$ cat src/rtl/softmax_row_buffer_if.sv
// Handshake and data bundle for the softmax row buffer: row input, status and element stream.
// The buffer itself uses the slave modport; the producer/consumer side uses master.
interface softmax_row_buffer_if #(
  parameter int N      = 32,
  parameter int DATA_W = 16,
  parameter int ROWS   = 4
);
  localparam int IDX_W = $clog2(N);
  localparam int CNT_W = $clog2(ROWS + 1);

  logic                  i_valid;
  logic [N*DATA_W-1:0]   i_row;
  logic                  o_busy;
  logic                  o_row_done;
  logic [CNT_W-1:0]      o_rows_stored;
  logic                  o_overflow;
  logic                  i_rd_start;
  logic                  o_rd_valid;
  logic                  i_rd_ready;
  logic [DATA_W-1:0]     o_rd_data;
  logic [IDX_W-1:0]      o_rd_idx;
  logic                  o_rd_last;

  modport slave (
    input  i_valid, i_row, i_rd_start, i_rd_ready,
    output o_busy, o_row_done, o_rows_stored, o_overflow,
    output o_rd_valid, o_rd_data, o_rd_idx, o_rd_last
  );

  modport master (
    output i_valid, i_row, i_rd_start, i_rd_ready,
    input  o_busy, o_row_done, o_rows_stored, o_overflow,
    input  o_rd_valid, o_rd_data, o_rd_idx, o_rd_last
  );
endinterface

$ cat src/rtl/softmax_row_buffer.sv
// Serialises N-element softmax rows into a ROWS-deep RAM and streams them out oldest-first; row_done N+1 cycles
// after i_valid, first element 2 cycles after i_rd_start, output held stable while i_rd_ready is low.
module softmax_row_buffer #(
  parameter int N      = 32,
  parameter int DATA_W = 16,
  parameter int ROWS   = 4
) (
  input  logic i_clk,
  input  logic i_rst,
  softmax_row_buffer_if.slave bus
);
  localparam int IDX_W  = $clog2(N);
  localparam int PTR_W  = (ROWS > 1) ? $clog2(ROWS) : 1;
  localparam int CNT_W  = $clog2(ROWS + 1);
  localparam int ADDR_W = $clog2(N * ROWS);
  localparam int DEPTH  = N * ROWS;

  typedef enum logic {WR_IDLE, WR_WRITE} wr_state_t;
  typedef enum logic [1:0] {RD_IDLE, RD_FETCH, RD_STREAM} rd_state_t;

  logic [DATA_W-1:0] mem [DEPTH];
  logic [DATA_W-1:0] ram_q;

  wr_state_t           wr_state;
  logic [N*DATA_W-1:0] shadow;
  logic [IDX_W-1:0]    wr_idx;
  logic [PTR_W-1:0]    wr_ptr;
  logic                busy;
  logic                row_done;
  logic                overflow;

  rd_state_t           rd_state;
  logic [PTR_W-1:0]    rd_ptr;
  logic                rd_valid;
  logic                rd_last;
  logic [IDX_W-1:0]    rd_idx;
  logic [CNT_W-1:0]    count;

  logic                wr_en;
  logic                wr_fin;
  logic                rd_xfer;
  logic                rd_pop;
  logic                rd_en;
  logic [IDX_W-1:0]    rd_fetch_idx;
  logic [ADDR_W-1:0]   wr_addr;
  logic [ADDR_W-1:0]   rd_addr;

  assign wr_en   = (wr_state == WR_WRITE);
  assign wr_fin  = wr_en && (wr_idx == IDX_W'(N - 1));
  assign wr_addr = ADDR_W'(wr_ptr) * ADDR_W'(N) + ADDR_W'(wr_idx);

  // Next element is fetched in the cycle the current one transfers, so a held-ready stream has no bubbles.
  assign rd_xfer      = rd_valid && bus.i_rd_ready;
  assign rd_pop       = rd_xfer && rd_last;
  assign rd_en        = (rd_state == RD_FETCH) || (rd_xfer && !rd_last);
  assign rd_fetch_idx = (rd_state == RD_FETCH) ? '0 : rd_idx + IDX_W'(1);
  assign rd_addr      = ADDR_W'(rd_ptr) * ADDR_W'(N) + ADDR_W'(rd_fetch_idx);

  // Simple dual-port RAM; contents survive reset and ram_q only moves on a fetch, which gives the hold under stall.
  always_ff @(posedge i_clk) begin
    if (wr_en) begin
      mem[wr_addr] <= shadow[DATA_W-1:0];
    end
    if (rd_en) begin
      ram_q <= mem[rd_addr];
    end
  end

  always_ff @(posedge i_clk or posedge i_rst) begin
    if (i_rst) begin
      wr_state <= WR_IDLE;
      shadow   <= '0;
      wr_idx   <= '0;
      wr_ptr   <= '0;
      busy     <= 1'b0;
      row_done <= 1'b0;
      overflow <= 1'b0;
    end else begin
      row_done <= 1'b0;
      case (wr_state)
        WR_IDLE: begin
          if (bus.i_valid) begin
            if (count < CNT_W'(ROWS)) begin
              shadow   <= bus.i_row;
              wr_idx   <= '0;
              busy     <= 1'b1;
              wr_state <= WR_WRITE;
            end else begin
              overflow <= 1'b1;
            end
          end
        end
        WR_WRITE: begin
          if (bus.i_valid) begin
            overflow <= 1'b1;
          end
          shadow <= shadow >> DATA_W;
          wr_idx <= wr_idx + IDX_W'(1);
          if (wr_fin) begin
            wr_state <= WR_IDLE;
            busy     <= 1'b0;
            row_done <= 1'b1;
            wr_ptr   <= (wr_ptr == PTR_W'(ROWS - 1)) ? '0 : wr_ptr + PTR_W'(1);
          end
        end
        default: wr_state <= WR_IDLE;
      endcase
    end
  end

  always_ff @(posedge i_clk or posedge i_rst) begin
    if (i_rst) begin
      rd_state <= RD_IDLE;
      rd_ptr   <= '0;
      rd_valid <= 1'b0;
      rd_last  <= 1'b0;
      rd_idx   <= '0;
    end else begin
      case (rd_state)
        RD_IDLE: begin
          if (bus.i_rd_start && (count != '0)) begin
            rd_state <= RD_FETCH;
          end
        end
        RD_FETCH: begin
          rd_state <= RD_STREAM;
          rd_valid <= 1'b1;
          rd_idx   <= '0;
          rd_last  <= 1'b0;
        end
        RD_STREAM: begin
          if (rd_xfer) begin
            if (rd_last) begin
              rd_valid <= 1'b0;
              rd_last  <= 1'b0;
              rd_state <= RD_IDLE;
              rd_ptr   <= (rd_ptr == PTR_W'(ROWS - 1)) ? '0 : rd_ptr + PTR_W'(1);
            end else begin
              rd_idx  <= rd_idx + IDX_W'(1);
              rd_last <= (rd_idx == IDX_W'(N - 2));
            end
          end
        end
        default: rd_state <= RD_IDLE;
      endcase
    end
  end

  // A completion and a pop on the same edge cancel, leaving the count unchanged.
  always_ff @(posedge i_clk or posedge i_rst) begin
    if (i_rst) begin
      count <= '0;
    end else begin
      count <= count + CNT_W'(wr_fin) - CNT_W'(rd_pop);
    end
  end

  assign bus.o_busy        = busy;
  assign bus.o_row_done    = row_done;
  assign bus.o_rows_stored = count;
  assign bus.o_overflow    = overflow;
  assign bus.o_rd_valid    = rd_valid;
  // RAM output register has no reset; gating with valid keeps the data port at zero through reset and idle.
  assign bus.o_rd_data     = rd_valid ? ram_q : '0;
  assign bus.o_rd_idx      = rd_idx;
  assign bus.o_rd_last     = rd_last;
endmodule

$ cat src/flat_wrapper.sv
// flat-port wrapper written by rule: the top's interface ports become plain ports
module softmax_row_buffer_flat 
#(
  parameter int N      = 32,
  parameter int DATA_W = 16,
  parameter int ROWS   = 4
)
  (i_clk, i_rst, bus_i_valid, bus_i_row, bus_i_rd_start, bus_i_rd_ready, bus_o_busy, bus_o_row_done, bus_o_rows_stored, bus_o_overflow, bus_o_rd_valid, bus_o_rd_data, bus_o_rd_idx, bus_o_rd_last);
  softmax_row_buffer_if #(.N(N), .DATA_W(DATA_W), .ROWS(ROWS)) bus_i ();
  input  logic i_clk;
  input  logic i_rst;
  input wire logic [$bits(bus_i.i_valid)-1:0] bus_i_valid;
  input wire logic [$bits(bus_i.i_row)-1:0] bus_i_row;
  input wire logic [$bits(bus_i.i_rd_start)-1:0] bus_i_rd_start;
  input wire logic [$bits(bus_i.i_rd_ready)-1:0] bus_i_rd_ready;
  output wire logic [$bits(bus_i.o_busy)-1:0] bus_o_busy;
  output wire logic [$bits(bus_i.o_row_done)-1:0] bus_o_row_done;
  output wire logic [$bits(bus_i.o_rows_stored)-1:0] bus_o_rows_stored;
  output wire logic [$bits(bus_i.o_overflow)-1:0] bus_o_overflow;
  output wire logic [$bits(bus_i.o_rd_valid)-1:0] bus_o_rd_valid;
  output wire logic [$bits(bus_i.o_rd_data)-1:0] bus_o_rd_data;
  output wire logic [$bits(bus_i.o_rd_idx)-1:0] bus_o_rd_idx;
  output wire logic [$bits(bus_i.o_rd_last)-1:0] bus_o_rd_last;
  assign bus_i.i_valid = bus_i_valid;
  assign bus_i.i_row = bus_i_row;
  assign bus_i.i_rd_start = bus_i_rd_start;
  assign bus_i.i_rd_ready = bus_i_rd_ready;
  assign bus_o_busy = bus_i.o_busy;
  assign bus_o_row_done = bus_i.o_row_done;
  assign bus_o_rows_stored = bus_i.o_rows_stored;
  assign bus_o_overflow = bus_i.o_overflow;
  assign bus_o_rd_valid = bus_i.o_rd_valid;
  assign bus_o_rd_data = bus_i.o_rd_data;
  assign bus_o_rd_idx = bus_i.o_rd_idx;
  assign bus_o_rd_last = bus_i.o_rd_last;
  softmax_row_buffer #(.N(N), .DATA_W(DATA_W), .ROWS(ROWS)) u_core (.i_clk(i_clk), .i_rst(i_rst), .bus(bus_i));
endmodule
$ cat config.mk
export PLATFORM = sky130hd
export DESIGN_NAME = softmax_row_buffer_flat
export DESIGN_NICKNAME = d
export VERILOG_FILES = /design/src/rtl/softmax_row_buffer_if.sv /design/src/rtl/softmax_row_buffer.sv /design/src/flat_wrapper.sv
export SDC_FILE = /design/constraint.sdc
export NUM_CORES = 2
export LEC_CHECK = 0
export ABC_AREA = 0
export CORE_ASPECT_RATIO = 0.7
export CORE_MARGIN = 1.5
export CORE_UTILIZATION = 60
export CTS_CLUSTER_DIAMETER = 120
export DETAILED_ROUTE_END_ITERATION = 10
export PLACE_DENSITY = 0.83
export SETUP_SLACK_MARGIN = 0.5
export SYNTH_ARGS = -nofsm -noshare
export SYNTH_HDL_FRONTEND = slang
export SYNTH_SLANG_ARGS = --single-unit
export TNS_END_PERCENT = 5
$ cat constraint.sdc
create_clock -name i_clk -period 25.8 [get_ports i_clk]
set_input_delay 5.16 -clock i_clk [delete_from_list [all_inputs] [get_ports i_clk]]
set_output_delay 5.16 -clock i_clk [all_outputs]
set_load 0.01 [all_outputs]
==> impl_summary.txt <==
----------------------------------------------------
[Synth]
  Ys async rst share ... 20.65%
  Syn Nets ... 8,140
  Synth Flop Type ... edfxtp_1
  Synthesized instance count ... 7,611
  Post-synth EDFFs ... 2,064
  Syn Std Cell Area ... around 110,000 µm²
  Synthesized area per cell ... 13.92 µm²
  Netlist cell types ... 81
  Register bit count reported by yosys ... between 2,000 and 3,000
  Share of the yosys chip area belonging to registers ... 71.18%
  Warnings from Yosys ... 0

[Layout]
  Total number of nets in the final design ... 8,614
  Filler cells ... 11,120
  Synth-to-Final Area Change ... 14.65%
  Storage cell area ... about 75,000 µm²
  Design Area, Final ... approximately 120,000 µm²
  Layout cell share with drive strength beyond 1 ... under 10%
  Area taken by multi-input logic gates ... between 20,000 and 30,000 µm²

[Timing]
  Number of pins exceeding their max-slew limit in the final report ... 9
  Max Clock Freq ... 109.3 MHz
  Total of endpoints with negative setup slack in the final report ... 0
  Final sum of negative setup slack ... 0 ns
  Relative slew margins ... -8.309%
  Period minus WS final ... between 9 and 10 ns
  Setup repair after global routing missed its margin ... false
  Post-route clock period utilization ... ~35%
  Pin slew with the least headroom to its limit ... between 1.5 and 2 ns
  Clock Skews ... 0.06331 ns
  Count of endpoints failing hold in the final timing report ... 0

[Worst setup path]
  Nature of the critical path startpoint ... input port
  Data arrival at the endpoint of the critical path ... about 9.9 ns
  Type of destination of the critical path ... flop
  Worst R2R Start ... u_core.bus.o_rd_idx[0]$_DFFE_PP0P_
  Setup slack of the worst register-to-register path ... between 15 and 20 ns
  Type of the worst setup path ... in -> reg
  Capturing element of the worst setup path ... u_core.shadow[367]$_DFFE_PP0P_
  Worst reg2reg path endpoint ... u_core.ram_q[10]$_DFFE_PP_
  Data required time of the critical path ... roughly 27 ns
  Critical Path Start ... bus_i_valid
  Critical path peak fanout ... ~310
  Worst R2R Path Depth ... 11

[Global route]
  First-pass GRT wire length ... approximately 480 mm
  Antenna violations before repair ... 68
  Number of global-route vias before repair ... 69,300
  Global router's overall resource usage ... 36.77%
  Maximum number of pins on one net before global-route repair ... 315
  Overflow after GRT ... 0

[Run status]
  Violations in the final reports ... capacitance limit, slew limit
  Result of the run ... finished, violations left

[Placed design]
  Final HPWL DP ... just over 200 mm
  Placer congestion estimate ... ~0.99
  Count of buffers from port buffering ... 545
  Placed cell areas ... 114,100 µm²

[Floorplanning]
  Initial Util ... between 60% and 70%
  Row count ... 128
  Height of the die ... 354.6 µm
  Area of the core ... 174,700 µm²
  Ports ... 546
  Area enclosed by the die boundary ... 179,100 µm²
  Floorplan die width ... just over 500 µm

[Clocking]
  Worst-path clk slew ... 0.06 ns
  Clock latency on the worst-skew pair ... 0.90 ns
  H-tree level count ... 4
  Total CTS buffers ... 227
  TritonCTS clock tree ... yes
  Clk buf depth ... 3
  CTS sink cnt ... 2,601
  Clock tree root driver cell ... clkbuf_16
  Setup bufs post-CTS ... 0
  Count of cells resized by post-cts repair ... 0
  Hold-fix buffer count after cts ... 0

[Route]
  Pre-antenna DRT Iters ... 10
  Final ANT Viol Nets ... 0
  Remaining routing DRC violations ... 0
  DRC marker count from the first detailed-route iteration ... 13,350
  Vias/cell ... 6.826
  Routed via count ... 72,830
  Detail-routed net length per standard cell ... 31.37 µm
  Drt total wl ... 334.8 mm

[Pwr]
  Worst supply voltage drop on vdd ... between 0.1 and 0.15 mV
  Lkg Pwr ... 0.04494 µW
  Power Density ... 116.2 nW/µm²

[Run]
  Max Cap Viol ... 5

[Hold path]
  Tightest Hold Check Type ... reg -> reg

----------------------------------------------------
sequential cells by signal, summed over array words and instances, names as in the netlist:
name	flops
u_core.mem	2048
u_core.shadow	512
u_core.ram_q	16
u_core.bus.o_rd_idx	5
u_core.wr_idx	5
u_core.bus.o_rows_stored	3
u_core.rd_ptr	2
u_core.rd_state	2
u_core.wr_ptr	2
u_core.bus.o_busy	1
u_core.bus.o_overflow	1
u_core.bus.o_rd_last	1
u_core.bus.o_rd_valid	1
u_core.bus.o_row_done	1
u_core.wr_en	1
cell type report:
cell class | instances | share of cell area [%]
Clock inverter | 122 | 0.9364
Tap cell | 2340 | 2.410
Clock buffer | 299 | 4.983
Multi-Input combinational cell | 4436 | 23.14
Sequential cell | 2601 | 62.15
Inverter | 12 | 0.04944
Antenna cell | 53 | 0.1092
Timing Repair Buffer | 807 | 6.224
cell families (layout without fill, tap and decap cells):
kind of cell | after synthesis | count (layout) | synth area share (%)
adders and majority gates | 12 | 12 | 0.1488
other | 0 | 53 | 0
DFF | 2601 | 2601 | 71.18
xor gates and xnor gates | 8 | 8 | 0.09804
AOI/OAI and AO/OA | 1687 | 1687 | 10.03
muxes | 805 | 805 | 8.394
buffers and inverters | 574 | 1240 | 2.467
and+or+nand+nor | 1924 | 1924 | 7.680
metrics by stage:
step | hold slack, ns | worst slack [ns] | total power [µW] | utilization, % | instances
after global routing | 0.4961 | 16.29 | 14450 | 69.50 | 10660
final | 0.4756 | 16.65 | 14110 | 69.52 | 10670
after global placement | 0.4531 | 16.07 | 10340 | 65.32 | 10200
after CTS | 0.4741 | 16.87 | 13850 | 69.44 | 10620
after detailed placement | 0.4577 | 15.93 | 10530 | 65.32 | 10200
after floorplan | 0.4401 | 5.631 | 8613 | - | 7611
cells in the mapped netlist, drive strengths merged, types with 4 or more instances:
cell type	count	area share (%)
nor2	208	0.75
o2111ai	10	0.083
a2bb2oi	4	0.033
a311oi	15	0.12
nor4	6	0.035
or3	105	0.62
mux4	64	1.4
ha	11	0.13
nor2b	22	0.13
o31ai	9	0.064
a222oi	12	0.11
edfxtp	2064	59
o211ai	119	0.84
nand2b	19	0.11
and2	28	0.17
o32ai	8	0.066
o21ai	761	3.6
o311ai	13	0.11
a22oi	53	0.38
buf	239	1.3
o221ai	79	0.65
xnor2	5	0.066
and3	24	0.14
a211o	4	0.033
mux2i	713	6.7
nand2	1244	4.4
a32o	6	0.057
nand4	16	0.094
a21o	4	0.028
a211oi	54	0.38
or4	4	0.028
nand3	207	0.98
a2111oi	7	0.058
a221o	22	0.21
a221oi	71	0.59
a21oi	179	0.85
mux2	28	0.30
a32oi	53	0.44
a22o	29	0.24
a31oi	97	0.57
inv	12	0.043
o22ai	58	0.34
dfrtp	537	13
nor3	37	0.18
clkbuf	323	1.1
placed cells by master, fill, tap and decap left out, drive strengths merged, types with 19 or more instances in the layout:
cell type / Yosys / final
a22oi: 53 / 53
or3: 105 / 105
a211oi: 54 / 54
a32oi: 53 / 53
clkinv: 0 / 97
nand3: 207 / 207
a31oi: 97 / 97
a22o: 29 / 29
mux2i: 713 / 713
a221o: 22 / 22
nor3: 37 / 37
clkbuf: 323 / 299
nand2b: 19 / 19
edfxtp: 2064 / 2064
dfrtp: 537 / 537
o211ai: 119 / 119
clkdlybuf4s50: 0 / 545
mux2: 28 / 28
mux4: 64 / 64
o221ai: 79 / 79
nor2b: 22 / 22
a21oi: 179 / 179
buf: 239 / 262
inv: 12 / 19
o22ai: 58 / 58
a221oi: 71 / 71
and2: 28 / 28
nand2: 1244 / 1244
o21ai: 761 / 761
and3: 24 / 24
nor2: 208 / 208
diode: 0 / 53
worst min-delay path by stage:
stage / depth (start not counted) / startpoint / end
after floorplan: 1 / u_core.rd_state[0]$_DFFE_PP0P_ / u_core.rd_state[0]$_DFFE_PP0P_
after global placement: 1 / u_core.bus.o_overflow$_DFFE_PP0P_ / u_core.bus.o_overflow$_DFFE_PP0P_
after detailed placement: 1 / u_core.bus.o_overflow$_DFFE_PP0P_ / u_core.bus.o_overflow$_DFFE_PP0P_
after CTS: 1 / u_core.bus.o_overflow$_DFFE_PP0P_ / u_core.bus.o_overflow$_DFFE_PP0P_
after global routing: 2 / u_core.shadow[313]$_DFFE_PP0P_ / u_core.shadow[313]$_DFFE_PP0P_
final: 2 / u_core.shadow[351]$_DFFE_PP0P_ / u_core.shadow[351]$_DFFE_PP0P_
worst max-delay path, cell delays in order:
cell and delay [ns]:
clkdlybuf4s50_1 0.48, a21oi_4 0.21, buf_12 0.67, buf_4 0.91
buf_4 0.82, buf_4 0.92, o21ai_0 0.24
report_power, final:
part           switching, µW  leakage, µW  internal (µW)
registers                484       0.0258           5430
logic                   3420       0.0156           1400
clock network           1560      0.00353           1810
total                   5460       0.0449           8650
routing by layer:
metal	wire length (µm)	part of all wire (%)	vias to the layer above	GRT usage, %
li1	-	-	29880	-
met4	17810	5.3	36	16.90
met3	55210	16	1193	14.38
met1	118400	35	35550	50.38
met2	143000	43	6171	52.03
met5	358	0.11	-	0.4193
Note: power is estimated with default switching activity, not from simulation.
